`src/rtl/pipeline_hazard_controller_pkg.sv`:
```
// Shared types and constants for the pipeline hazard controller.
// Holds the sequencing state encoding and register-file constants.
package pipeline_hazard_controller_pkg;

  typedef enum logic {
    ST_RUN              = 1'b0,
    ST_REDIRECT_PENDING = 1'b1
  } hz_state_e;

  localparam logic [4:0] REG_ZERO = 5'd0;

  // A load in EX feeds a source the ID instruction actually reads; x0 never hazards.
  function automatic logic load_use_hazard(
    input logic       ex_mem_read,
    input logic [4:0] ex_rd,
    input logic [4:0] rs1,
    input logic       uses_rs1,
    input logic [4:0] rs2,
    input logic       uses_rs2
  );
    return ex_mem_read && (ex_rd != REG_ZERO) &&
           ((uses_rs1 && (rs1 == ex_rd)) || (uses_rs2 && (rs2 == ex_rd)));
  endfunction

endpackage

```
`src/rtl/pipeline_hazard_controller_sat_counter.sv`:
```
// Saturating up-counter with enable and asynchronous active-high reset.
// Sticks at all-ones instead of wrapping.
module sat_counter #(
  parameter int WIDTH = 16
) (
  input  logic             CLK,
  input  logic             RESET,
  input  logic             EN,
  output logic [WIDTH-1:0] COUNT
);

  always_ff @(posedge CLK or posedge RESET) begin
    if (RESET)                   COUNT <= '0;
    else if (EN && (COUNT != '1)) COUNT <= COUNT + 1'b1;
  end

endmodule

```
`src/rtl/pipeline_hazard_controller.sv`:
```
// Five-stage pipeline sequencer: per-cycle hold/flush of the pipeline registers
// and PC select, covering memory freezes, load-use bubbles and branch redirects.
module pipeline_hazard_controller
  import pipeline_hazard_controller_pkg::*;
#(
  parameter int COUNTER_WIDTH = 16
) (
  input  logic                     CLK,
  input  logic                     RESET,
  input  logic                     IMEM_BUSYWAIT,
  input  logic                     DMEM_BUSYWAIT,
  input  logic [4:0]               ID_RS1_ADDR,
  input  logic [4:0]               ID_RS2_ADDR,
  input  logic                     ID_USES_RS1,
  input  logic                     ID_USES_RS2,
  input  logic [4:0]               EX_RD_ADDR,
  input  logic                     EX_MEM_READ,
  input  logic                     EX_BRANCH_TAKEN,
  input  logic [31:0]              EX_BRANCH_TARGET,
  output logic                     PC_HOLD,
  output logic                     PC_REDIRECT,
  output logic [31:0]              REDIRECT_ADDR,
  output logic                     IF_ID_HOLD,
  output logic                     ID_EX_HOLD,
  output logic                     EX_MEM_HOLD,
  output logic                     MEM_WB_HOLD,
  output logic                     IF_ID_FLUSH,
  output logic                     ID_EX_FLUSH,
  output logic [COUNTER_WIDTH-1:0] STALL_COUNT,
  output logic [COUNTER_WIDTH-1:0] FLUSH_COUNT
);

  hz_state_e   state, state_nxt;
  logic [31:0] target_q;
  logic        latch_target;
  logic        hazard;

  assign hazard = load_use_hazard(EX_MEM_READ, EX_RD_ADDR, ID_RS1_ADDR, ID_USES_RS1,
                                  ID_RS2_ADDR, ID_USES_RS2);

  always_ff @(posedge CLK or posedge RESET) begin
    if (RESET) begin
      state    <= ST_RUN;
      target_q <= '0;
    end else begin
      state <= state_nxt;
      if (latch_target) target_q <= EX_BRANCH_TARGET;
    end
  end

  always_comb begin
    state_nxt     = state;
    latch_target  = 1'b0;
    PC_HOLD       = 1'b0;
    PC_REDIRECT   = 1'b0;
    REDIRECT_ADDR = EX_BRANCH_TARGET;
    IF_ID_HOLD    = 1'b0;
    ID_EX_HOLD    = 1'b0;
    EX_MEM_HOLD   = 1'b0;
    MEM_WB_HOLD   = 1'b0;
    IF_ID_FLUSH   = 1'b0;
    ID_EX_FLUSH   = 1'b0;
    if (RESET) begin
      REDIRECT_ADDR = '0;
    end else if (DMEM_BUSYWAIT) begin
      // Global freeze: EX is re-presented afterwards, so its branch is ignored now.
      PC_HOLD     = 1'b1;
      IF_ID_HOLD  = 1'b1;
      ID_EX_HOLD  = 1'b1;
      EX_MEM_HOLD = 1'b1;
      MEM_WB_HOLD = 1'b1;
    end else begin
      unique case (state)
        ST_RUN: begin
          if (EX_BRANCH_TAKEN) begin
            IF_ID_FLUSH = 1'b1;
            ID_EX_FLUSH = 1'b1;
            if (IMEM_BUSYWAIT) begin
              // Fetch in flight: park the target until the fetch returns.
              PC_HOLD      = 1'b1;
              latch_target = 1'b1;
              state_nxt    = ST_REDIRECT_PENDING;
            end else begin
              PC_REDIRECT = 1'b1;
            end
          end else if (hazard || IMEM_BUSYWAIT) begin
            PC_HOLD     = 1'b1;
            IF_ID_HOLD  = 1'b1;
            ID_EX_FLUSH = 1'b1;
          end
        end
        ST_REDIRECT_PENDING: begin
          REDIRECT_ADDR = target_q;
          IF_ID_FLUSH   = 1'b1;
          ID_EX_FLUSH   = 1'b1;
          if (IMEM_BUSYWAIT) begin
            PC_HOLD = 1'b1;
          end else begin
            PC_REDIRECT = 1'b1;
            state_nxt   = ST_RUN;
          end
        end
        default: state_nxt = ST_RUN;
      endcase
    end
  end

  sat_counter #(.WIDTH(COUNTER_WIDTH)) u_stall_cnt (
    .CLK   (CLK),
    .RESET (RESET),
    .EN    (PC_HOLD),
    .COUNT (STALL_COUNT)
  );

  sat_counter #(.WIDTH(COUNTER_WIDTH)) u_flush_cnt (
    .CLK   (CLK),
    .RESET (RESET),
    .EN    (IF_ID_FLUSH),
    .COUNT (FLUSH_COUNT)
  );

endmodule

```
`config.mk`:
```
export PLATFORM = sky130hd
export DESIGN_NAME = pipeline_hazard_controller
export DESIGN_NICKNAME = d
export VERILOG_FILES = /design/src/rtl/pipeline_hazard_controller_pkg.sv /design/src/rtl/pipeline_hazard_controller_sat_counter.sv /design/src/rtl/pipeline_hazard_controller.sv
export SDC_FILE = /design/constraint.sdc
export NUM_CORES = 1
export LEC_CHECK = 0
export BUFFER_PORTS_ARGS = -buffer_cell sky130_fd_sc_hd__buf_2
export CORE_UTILIZATION = 53
export CTS_CLUSTER_SIZE = 24
export DETAILED_ROUTE_END_ITERATION = 8
export PLACE_DENSITY = 0.91
export SLEW_MARGIN = 5
export SYNTH_ARGS = -nofsm -noshare
export SYNTH_HDL_FRONTEND = slang
export SYNTH_SLANG_ARGS = --single-unit
```
`constraint.sdc`:
```
create_clock -name CLK -period 7 [get_ports CLK]
set_input_delay 1.4 -clock CLK [delete_from_list [all_inputs] [get_ports CLK]]
set_output_delay 1.4 -clock CLK [all_outputs]
set_load 0.02 [all_outputs]
```
==> results of run 1 <==
## synth_stat cells (all sizes together)
cell    instances
and2            3
buf             9
o21ai           2
xor2           11
nand3b          1
a32oi           1
a21oi          33
o32ai           1
nor3            2
mux2           34
or4             1
nor2b           2
o21bai          1
nand4          14
nand3          16
dfrtp          65
nand2b          1
inv             3
xnor2          29
nor2           15
nor4            3
and3            6
clkbuf         11
and4            4
ha              2
a21boi          1
nand4b          1
nand2          74
## metrics by stage
| step | worst slack [ns] | power [W] | utilization |
|---|---|---|---|
| after floorplan | 1.742 | 0.0007546 | - |
| after global placement | 2.536 | 0.0008417 | 0.6666 |
| after detailed placement | 2.452 | 0.0008601 | 0.6666 |
| after CTS | 2.458 | 0.001124 | 0.6930 |
| after global routing | 2.349 | 0.001187 | 0.6930 |
| final | 2.504 | 0.001112 | 0.6930 |
## flip-flops by register name, indices dropped and copies added, names as in the netlist
name,flops
state,1
u_flush_cnt.COUNT,16
u_stall_cnt.COUNT,16
target_q,32
## power groups by stage
stage / combinational [W] / clock, W / sequential, W
after floorplan: 0.000188 / 0 / 0.000567
after global placement: 0.000307 / 0 / 0.000534
after detailed placement: 0.000318 / 0 / 0.000542
after CTS: 0.000320 / 0.000267 / 0.000537
after global routing: 0.000351 / 0.000284 / 0.000551
final: 0.000316 / 0.000259 / 0.000538
## final cells by class
type	count	area, µm²
Fill cell	476	1861
Multi-Input combinational cell	258	1663
Sequential cell	65	1627
Timing Repair Buffer	128	645.6
Clock buffer	9	123.9
Tap cell	75	93.84
Clock inverter	6	36.28
Inverter	3	11.26
## worst max-delay path by stage
stage,startpoint,endpoint,slack [ns],cells past startpoint
3_5_place_dp,DMEM_BUSYWAIT,REDIRECT_ADDR[30],2.45,5
3_3_place_gp,EX_RD_ADDR[3],PC_HOLD,2.54,6
4_1_cts,DMEM_BUSYWAIT,REDIRECT_ADDR[30],2.46,5
5_1_grt,DMEM_BUSYWAIT,REDIRECT_ADDR[30],2.35,5
2_1_floorplan,RESET,PC_HOLD,1.74,5
6_report,EX_RD_ADDR[3],PC_HOLD,2.50,6
## per-layer routing
layer	part of all wire	wire length [µm]	vias up	track usage
met5	0	0	-	0
met4	0.011	82	0	0.09825
met3	0.050	383	11	0.04778
met2	0.50	3805	96	0.4058
met1	0.44	3321	1390	0.2969
li1	-	-	1419	-
## cells by family after synthesis
kind of cell             after synthesis  share of synthesized area
AND/OR/NAND/NOR                      143                     0.1985
AO/OA/AOI/OAI                         39                    0.06677
buffers and inverters                 23                    0.03172
flip-flops                            65                     0.4795
XOR/XNOR                              40                     0.1033
adder cells (fa/ha/maj)                2                   0.007376
multiplexers                          34                     0.1129
==> results.toml, run 1 <==
[outcome]
status = "finished clean"

[pwr]
power_density_nw_per_um2 = 264.7
power_frac_seq = 0.484
sw_frac_of_total = 0.3424
p_sw_w = 0.0003807
clock_power_share = 0.232
ir_worst_vdd_mv = 0.2400
p_comb_frac = 0.284
p_int_w = 0.0007313
leakagePower_nw = 2.090

[detailed_routing]
drc_errors = 0
routed_wl_mm = 7.593
drtIter0Drc = 122
via_per_inst = 5.360
ant_nets = 0
dr.pass1.iters = 4
num_vias = 2916
wire_per_inst_um = 13.96

[cts]
cts_made_buffers = 9
cts.reportedPaths.clkPinSlew_ns = 0.06
postCtsHoldBufs = 0
cts_tree = "done"
cts_root_buf = "clkbuf_8"
post_cts_resized = 0
clock_sinks = 65
cts_max_level = 3
clock_path_buffers = 2
postCtsSetupRepairBufs = 0
clk-insertion-delay-late_ns = 0.33

[timing]
tightest_slew_ns = 1.242
timing.fmax_mhz = 222.4
finClkSkew_ns = 0.007606
final.setup.tns_ns = 0
holdWs_ns = 0.4845
setup_viol_count_final = 0
maxSlewHeadroom = 0.1681
period_needed_ns = 4.496
finalMaxSlewViolations = 0
rsz0062_at_grt = "no"
hold_viol = 0
period_share = 0.6423

[setup_path]
critPathSlowestCell = "o32ai_4"
path_cells = "buf_2, xor2_1, nor4_2, a32oi_1, o32ai_4, buf_2"
cpLargestDelayFamily = "compound AO/OA/AOI/OAI gates"
cpMostUsedCell = "buf_2"
path_max_fanout = 16
path_buf_inv = 2
cp.arrival_ns = 3.10
worst_ep_required_time_ns = 5.60
r2r_slack_ns = 4.91
reg2reg_depth = 6
path_class = "in -> out"
r2r-start = "u_stall_cnt.COUNT[5]$_DFFE_PP0P_"
max_stage_delay_ns = 0.66
cp-start-kind = "primary input"
r2r_end = "u_stall_cnt.COUNT[1]$_DFFE_PP0P_"
critPathCaptureType = "output pin"

[yosys]
ys_seq_area_frac = 0.4795
synth_cells = 346
avgSynthCellArea_um2 = 9.803
syn_area_um2 = 3392
synth.distinct_cells = 36
synth_top_area_share = 0.4795
ys_ff_latch = 65
yosys_warnings = 0
ys_top_cells_by_area = "dfrtp_1 48%, mux2_2 11%, nand2_1 8.1%"
yosys.area.top_type = "dfrtp_1"
syn_nets = 403

[die]
die_y_um = 82
die_w_um = 82
core_area_um2 = 6061
die_area_um2 = 6724
row_count = 28
start_util = 0.5597
io_pins = 127

[cells_and_area]
final_nets = 522
syn_to_final_growth_pct = 23.83
stdcell_count = 544
mostFrequentLayoutCells = "126 x buf_2, 73 x nand2_1, 65 x dfrtp_1"
postLayoutCellArea_um2 = 4200
diodes = 0
layout_commonest_cell = "buf_2"
final_layout_size_suffix_gt1_frac = 0.3881

[global_route]
grt_pass1_wl_mm = 12.06
grt_max_degree = 66
overflow = 0
grt_use_total = 0.2392
antenna_found_initial = 0
grt_pass1_vias = 2612

[placement]
hpwl_mm = 5.432
routabilityCongestion = 0.8035
port_buffers = 126
post_dp_cell_area_um2 = 4040
dp_cells = 529

[worst_hold_path]
whs_path_depth = 1
min_to = "u_stall_cnt.COUNT[3]$_DFFE_PP0P_"
hp-start = "u_stall_cnt.COUNT[3]$_DFFE_PP0P_"
hp-class = "reg -> reg"

[run]
drv_cap = 0
Note: power is estimated with default switching activity, not from simulation.
==> inputs of run 2 (changes only) <==
Settings changed: CORE_UTILIZATION 53 to 45, PLACE_DENSITY 0.91 to 0.83.
Clock period 7 ns to 3.84 ns, I/O delays scaled along.
==> run 2 against run 1 <==
Compared with the run above:
- global-route usage down 3.8 points
- first-iteration DRC count down 30%
- cell count up 5.1%
==> results.toml, run 2 (synthesis results as in run 1) <==
[outcome]
status = "finished clean"

[pwr]
power_frac_seq = 0.460
power_density_nw_per_um2 = 494.1
p_int_w = 0.001440
power_w = 0.002124
p_sw_w = 0.0006847
ir_worst_vdd_mv = 0.3611
p_comb_frac = 0.272
leakagePower_nw = 2.123
clock_power_share = 0.268
sw_frac_of_total = 0.3223

[global_route]
overflow = 0
grt_max_degree = 66
grt_use_total = 0.2011
antenna_found_initial = 0
grt_pass1_vias = 2679
grt_pass1_wl_mm = 11.98

[setup_path]
critPathSlowestCell = "or4_1"
critPathCaptureType = "output pin"
cp-start-kind = "primary input"
cp.arrival_ns = 2.16
path_max_fanout = 3
path_buf_inv = 2
path_depth = 7
worst_ep_required_time_ns = 3.07
cpLargestDelayFamily = "simple AND/OR/NAND/NOR gates"
path_class = "in -> out"
path_cells = "buf_2, or4_1, o21ai_1, nor2_1, nor2_1, a21boi_0, buf_2"
max_stage_delay_ns = 0.52
reg2reg_depth = 6

[cells_and_area]
syn_to_final_growth_pct = 26.74
final_layout_size_suffix_gt1_frac = 0.3911
diodes = 0
layout_commonest_cell = "buf_2"
top_regs = "target_q: 32 flops, u_flush_cnt.COUNT: 16 flops, u_stall_cnt.COUNT: 16 flops"
largest_reg_flops = 32
num-fill-cells = 640
multiInputGateArea_um2 = 1663
area.sequential_um2 = 1627
final_nets = 526
top_register = "target_q"
mostFrequentLayoutCells = "126 x buf_2, 73 x nand2_1, 65 x dfrtp_1"

[detailed_routing]
dr.pass1.iters = 4
drc_errors = 0
via_per_inst = 5.129
num_vias = 2934
ant_nets = 0
drtIter0Drc = 85
wire_per_inst_um = 13.29
routed_wl_mm = 7.604

[cts]
postCtsSetupRepairBufs = 0
postCtsHoldBufs = 0
clock_path_buffers = 2
cts_max_level = 3
clock_sinks = 65
post_cts_resized = 0
cts_made_buffers = 9
cts_root_buf = "clkbuf_8"
cts_tree = "done"
clk-insertion-delay-late_ns = 0.33
cts.reportedPaths.clkPinSlew_ns = 0.06

[timing]
setup_viol_count_final = 0
final.setup.tns_ns = 0
maxSlewHeadroom = 0.4644
timing.fmax_mhz = 341.7
hold_viol = 0
tightest_slew_ns = 0.8034
period_needed_ns = 2.927
finalMaxSlewViolations = 0
finClkSkew_ns = 0.009017
period_share = 0.7622
rsz0062_at_grt = "no"

[die]
row_count = 31
die_y_um = 88.82
core_area_um2 = 7253
die_area_um2 = 7889
io_pins = 127
start_util = 0.4677
die_w_um = 88.82

[worst_hold_path]
hp-class = "reg -> reg"
whs_path_depth = 1

[placement]
hpwl_mm = 5.560
port_buffers = 126
routabilityCongestion = 0.7587

[run]
drv_cap = 0
-- run 2: metal layers --
metal | vias up | share of wire | GRT usage
li1 | 1429 | - | -
met5 | - | 0 | 0
met2 | 103 | 0.48 | 0.3524
met1 | 1385 | 0.44 | 0.2328
met4 | 0 | 0.021 | 0.09971
met3 | 17 | 0.053 | 0.04291
-- run 2: power groups by stage --
stage / sequential (W) / combinational (W) / clock [W]
2_1_floorplan: 0.00103 / 0.000343 / 0
3_3_place_gp: 0.000977 / 0.000566 / 0
3_5_place_dp: 0.000989 / 0.000583 / 0
4_1_cts: 0.000978 / 0.000585 / 0.000590
5_1_grt: 0.00100 / 0.000637 / 0.000623
6_report: 0.000977 / 0.000577 / 0.000570
-- run 2: final timing paths --
check | from | to | slack, ns
max | EX_RD_ADDR[1] | ID_EX_FLUSH | 0.91
min | u_stall_cnt.COUNT[3]$_DFFE_PP0P_ | u_stall_cnt.COUNT[3]$_DFFE_PP0P_ | 0.49
max reg2reg | u_stall_cnt.COUNT[5]$_DFFE_PP0P_ | u_stall_cnt.COUNT[1]$_DFFE_PP0P_ | 1.69
min reg2reg | u_stall_cnt.COUNT[3]$_DFFE_PP0P_ | u_stall_cnt.COUNT[3]$_DFFE_PP0P_ | 0.49
max in group asynchronous | RESET | target_q[8]$_DFFE_PP0P_ | 2.18
min in group asynchronous | RESET | state$_DFFE_PP0P_ | 1.12
-- run 2: final cells by class --
type,count,share of cell area
Multi-Input combinational cell,258,0.3868
Inverter,3,0.003492
Timing Repair Buffer,132,0.1572
Sequential cell,65,0.3783
Tap cell,99,0.02881
Clock buffer,12,0.03609
Clock inverter,3,0.009313
-- run 2: metrics by stage --
stage	instance area, µm²	hold slack, ns	util	setup slack, ns	cells
3_5_place_dp	4104	0.4794	0.5658	0.9165	557
5_1_grt	4299	0.5137	0.5927	0.7867	572
4_1_cts	4299	0.4911	0.5927	0.9153	572
2_1_floorplan	3396	0.4806	-	0.4622	346
3_3_place_gp	4104	0.4769	0.5658	0.9568	557
6_report	4299	0.4874	0.5927	0.9133	572
==> inputs of run 3 (changes only) <==
Settings changed: ABC_AREA set to 1, CORE_UTILIZATION 45 to 46.
Clock period 3.84 ns to 2.59 ns, I/O delays scaled along.
==> run 3 against run 2 <==
Compared with the run above:
- clock skew about the same
- critical path depth unchanged
- clock power up 33%
- die area up 9.2%
- worst hold slack worse by 0.23 ns
- sequential share of layout area down 3.0 points
==> results.toml, run 3 <==
[yosys]
synth_top_area_share = 0.4288
synth_cells = 525
ys_top_cells_by_area = "dfrtp_1 43%, nand2_1 14%, o21ai_0 9.4%"
synthXorXnorAreaFrac = 0.06234
yosys.area.top_type = "dfrtp_1"
synth_edf_count = 0
ys_ff_latch = 65
syn_nets = 582
synth.distinct_cells = 28
yosys_warnings = 0
synth_top_family_by_area = "simple AND/OR/NAND/NOR gates"
synthArstFlopShare = 1.000
ys.flop_type = "dfrtp_1"
synth_compound_area_frac = 0.1415
avgSynthCellArea_um2 = 7.226
ys_seq_area_frac = 0.4288
syn_area_um2 = 3794
synth_common_cells = "140 x nand2_1, 71 x inv_1, 71 x o21ai_0, 65 x dfrtp_1, 34 x nor2_1"
synthSimpleGateAreaFrac = 0.2612
yosysMostFrequentCell = "nand2_1"
synth.area.mux_share = 0
synth_fa_ha_area_frac = 0.006596

[cts]
cts_tree = "done"
cts_made_buffers = 9
cts_root_buf = "clkbuf_8"
postCtsHoldBufs = 0
cts.reportedPaths.clkPinSlew_ns = 0.07
clk-insertion-delay-late_ns = 0.33
postCtsSetupRepairBufs = 0
clock_sinks = 65
clock_path_buffers = 2
post_cts_resized = 0
cts_max_level = 3

[detailed_routing]
drc_errors = 0
dr.pass1.iters = 4
wire_per_inst_um = 11.94
ant_nets = 0
num_vias = 3756
drtIter0Drc = 145
via_per_inst = 5.001
routed_wl_mm = 8.967

[worst_hold_path]
hp-class = "in -> async"

[timing]
final.setup.tns_ns = 0
maxSlewHeadroom = 0.5444
hold_viol = 0
tightest_slew_ns = 0.6771
finClkSkew_ns = 0.009307
setup_viol_count_final = 0
period_share = 0.9166
period_needed_ns = 2.374
finalMaxSlewViolations = 0
rsz0062_at_grt = "no"
timing.fmax_mhz = 421.3

[global_route]
grt_pass1_vias = 3431
grt_max_degree = 65
overflow = 0
antenna_found_initial = 0
grt_use_total = 0.2174
grt_pass1_wl_mm = 14.95

[cells_and_area]
post-route-util = 0.5949
mostFrequentLayoutCells = "140 x nand2_1, 126 x buf_2, 71 x o21ai_0"
largest_reg_flops = 32
postLayoutCellArea_um2 = 4668
top_register = "target_q"
final_layout_size_suffix_gt1_frac = 0.2419
diodes = 0
final_nets = 703
stdcell_count = 751
top_regs = "target_q: 32 flops, u_flush_cnt.COUNT: 16 flops, u_stall_cnt.COUNT: 16 flops"
syn_to_final_growth_pct = 23.05
layout_commonest_cell = "nand2_1"

[die]
die_y_um = 92.82
die_area_um2 = 8615
start_util = 0.4834
row_count = 32
die_w_um = 92.82
io_pins = 127
core_area_um2 = 7848

[pwr]
power_density_nw_per_um2 = 646.7
leakagePower_nw = 2.629
ir_worst_vdd_mv = 0.4404
power_w = 0.003019

[placement]
post_dp_cell_area_um2 = 4499
hpwl_mm = 6.504
port_buffers = 126
routabilityCongestion = 0.9179
dp_cells = 737

[setup_path]
worst_ep_required_time_ns = 2.07
critPathSlowestCell = "buf_4"
cpLargestDelayFamily = "buffers and inverters"
path_class = "reg -> out"
path_buf_inv = 4
path_max_fanout = 64
cp-start-kind = "flop"
cp.arrival_ns = 1.86
path_cells = "inv_1, nor2_1, clkinv_1, buf_4, o21ai_0, a21oi_1, buf_2"
critPathCaptureType = "output pin"
max_stage_delay_ns = 0.41

[run]
drv_cap = 0

[outcome]
status = "finished clean"
run 3: changes by cell type in the layout (fill, tap and decap cells not counted), sizes merged, moves of 16 or more:
cell / before / now
inv: 2 / 71
mux2: 34 / 0
nand2: 74 / 145
nand3: 16 / 32
nor2: 15 / 37
o21ai: 2 / 74
xnor2: 29 / 9
run 3: cells by family after synthesis:
group	after synthesis
flops	65
simple gates	230
fa+ha+maj	2
buf+inv	94
compound gates	107
xor+xnor	27
run 3: worst paths after layout:
kind,from,end,slack (ns),cells past startpoint
worst max-delay path,state$_DFFE_PP0P_,REDIRECT_ADDR[26],0.22,7
worst min-delay path,RESET,u_stall_cnt.COUNT[9]$_DFFE_PP0P_,0.26,3
worst max register to register,u_stall_cnt.COUNT[0]$_DFFE_PP0P_,u_stall_cnt.COUNT[15]$_DFFE_PP0P_,0.64,9
worst min register to register,target_q[26]$_DFFE_PP0P_,target_q[26]$_DFFE_PP0P_,0.49,2
max in group asynchronous,RESET,target_q[16]$_DFFE_PP0P_,1.99,3
min in group CLK,EX_BRANCH_TARGET[5],target_q[5]$_DFFE_PP0P_,0.46,3
run 3: metal layers:
layer / vias to the layer above / global-route usage / part of all wire
met2: 127 / 0.3707 / 0.48
li1: 1899 / - / -
met1: 1716 / 0.2667 / 0.44
met3: 14 / 0.04926 / 0.065
met4: 0 / 0.08205 / 0.014
met5: - / 0 / 0
run 3: per-stage QoR:
stage	worst slack (ns)	hold WS [ns]
6_report	0.2161	0.2598
5_1_grt	0.01939	0.2847
4_1_cts	0.2115	0.2745
3_5_place_dp	0.3877	0.4760
3_3_place_gp	0.4232	0.4629
2_1_floorplan	0.2439	0.4479
run 3: final cells by class:
class / instances / area [µm²]
Clock buffer: 11 / 151.4
Clock inverter: 3 / 17.52
Fill cell: 738 / 3179
Inverter: 73 / 275.3
Multi-Input combinational cell: 366 / 1789
Sequential cell: 65 / 1627
Tap cell: 102 / 127.6
Timing Repair Buffer: 131 / 680.7
run 3: worst min-delay path, stage by stage:
cell and delay (ns):
buf_2 0.13, clkinv_2 0.07, buf_12 0.25
run 3: report_power, final:
part	internal (W)	total, W	switching, W
Sequential	0.00123	0.00140	0.000176
Clock	0.000386	0.000757	0.000371
Combinational	0.000307	0.000857	0.000551
Total	0.00192	0.00302	0.00110
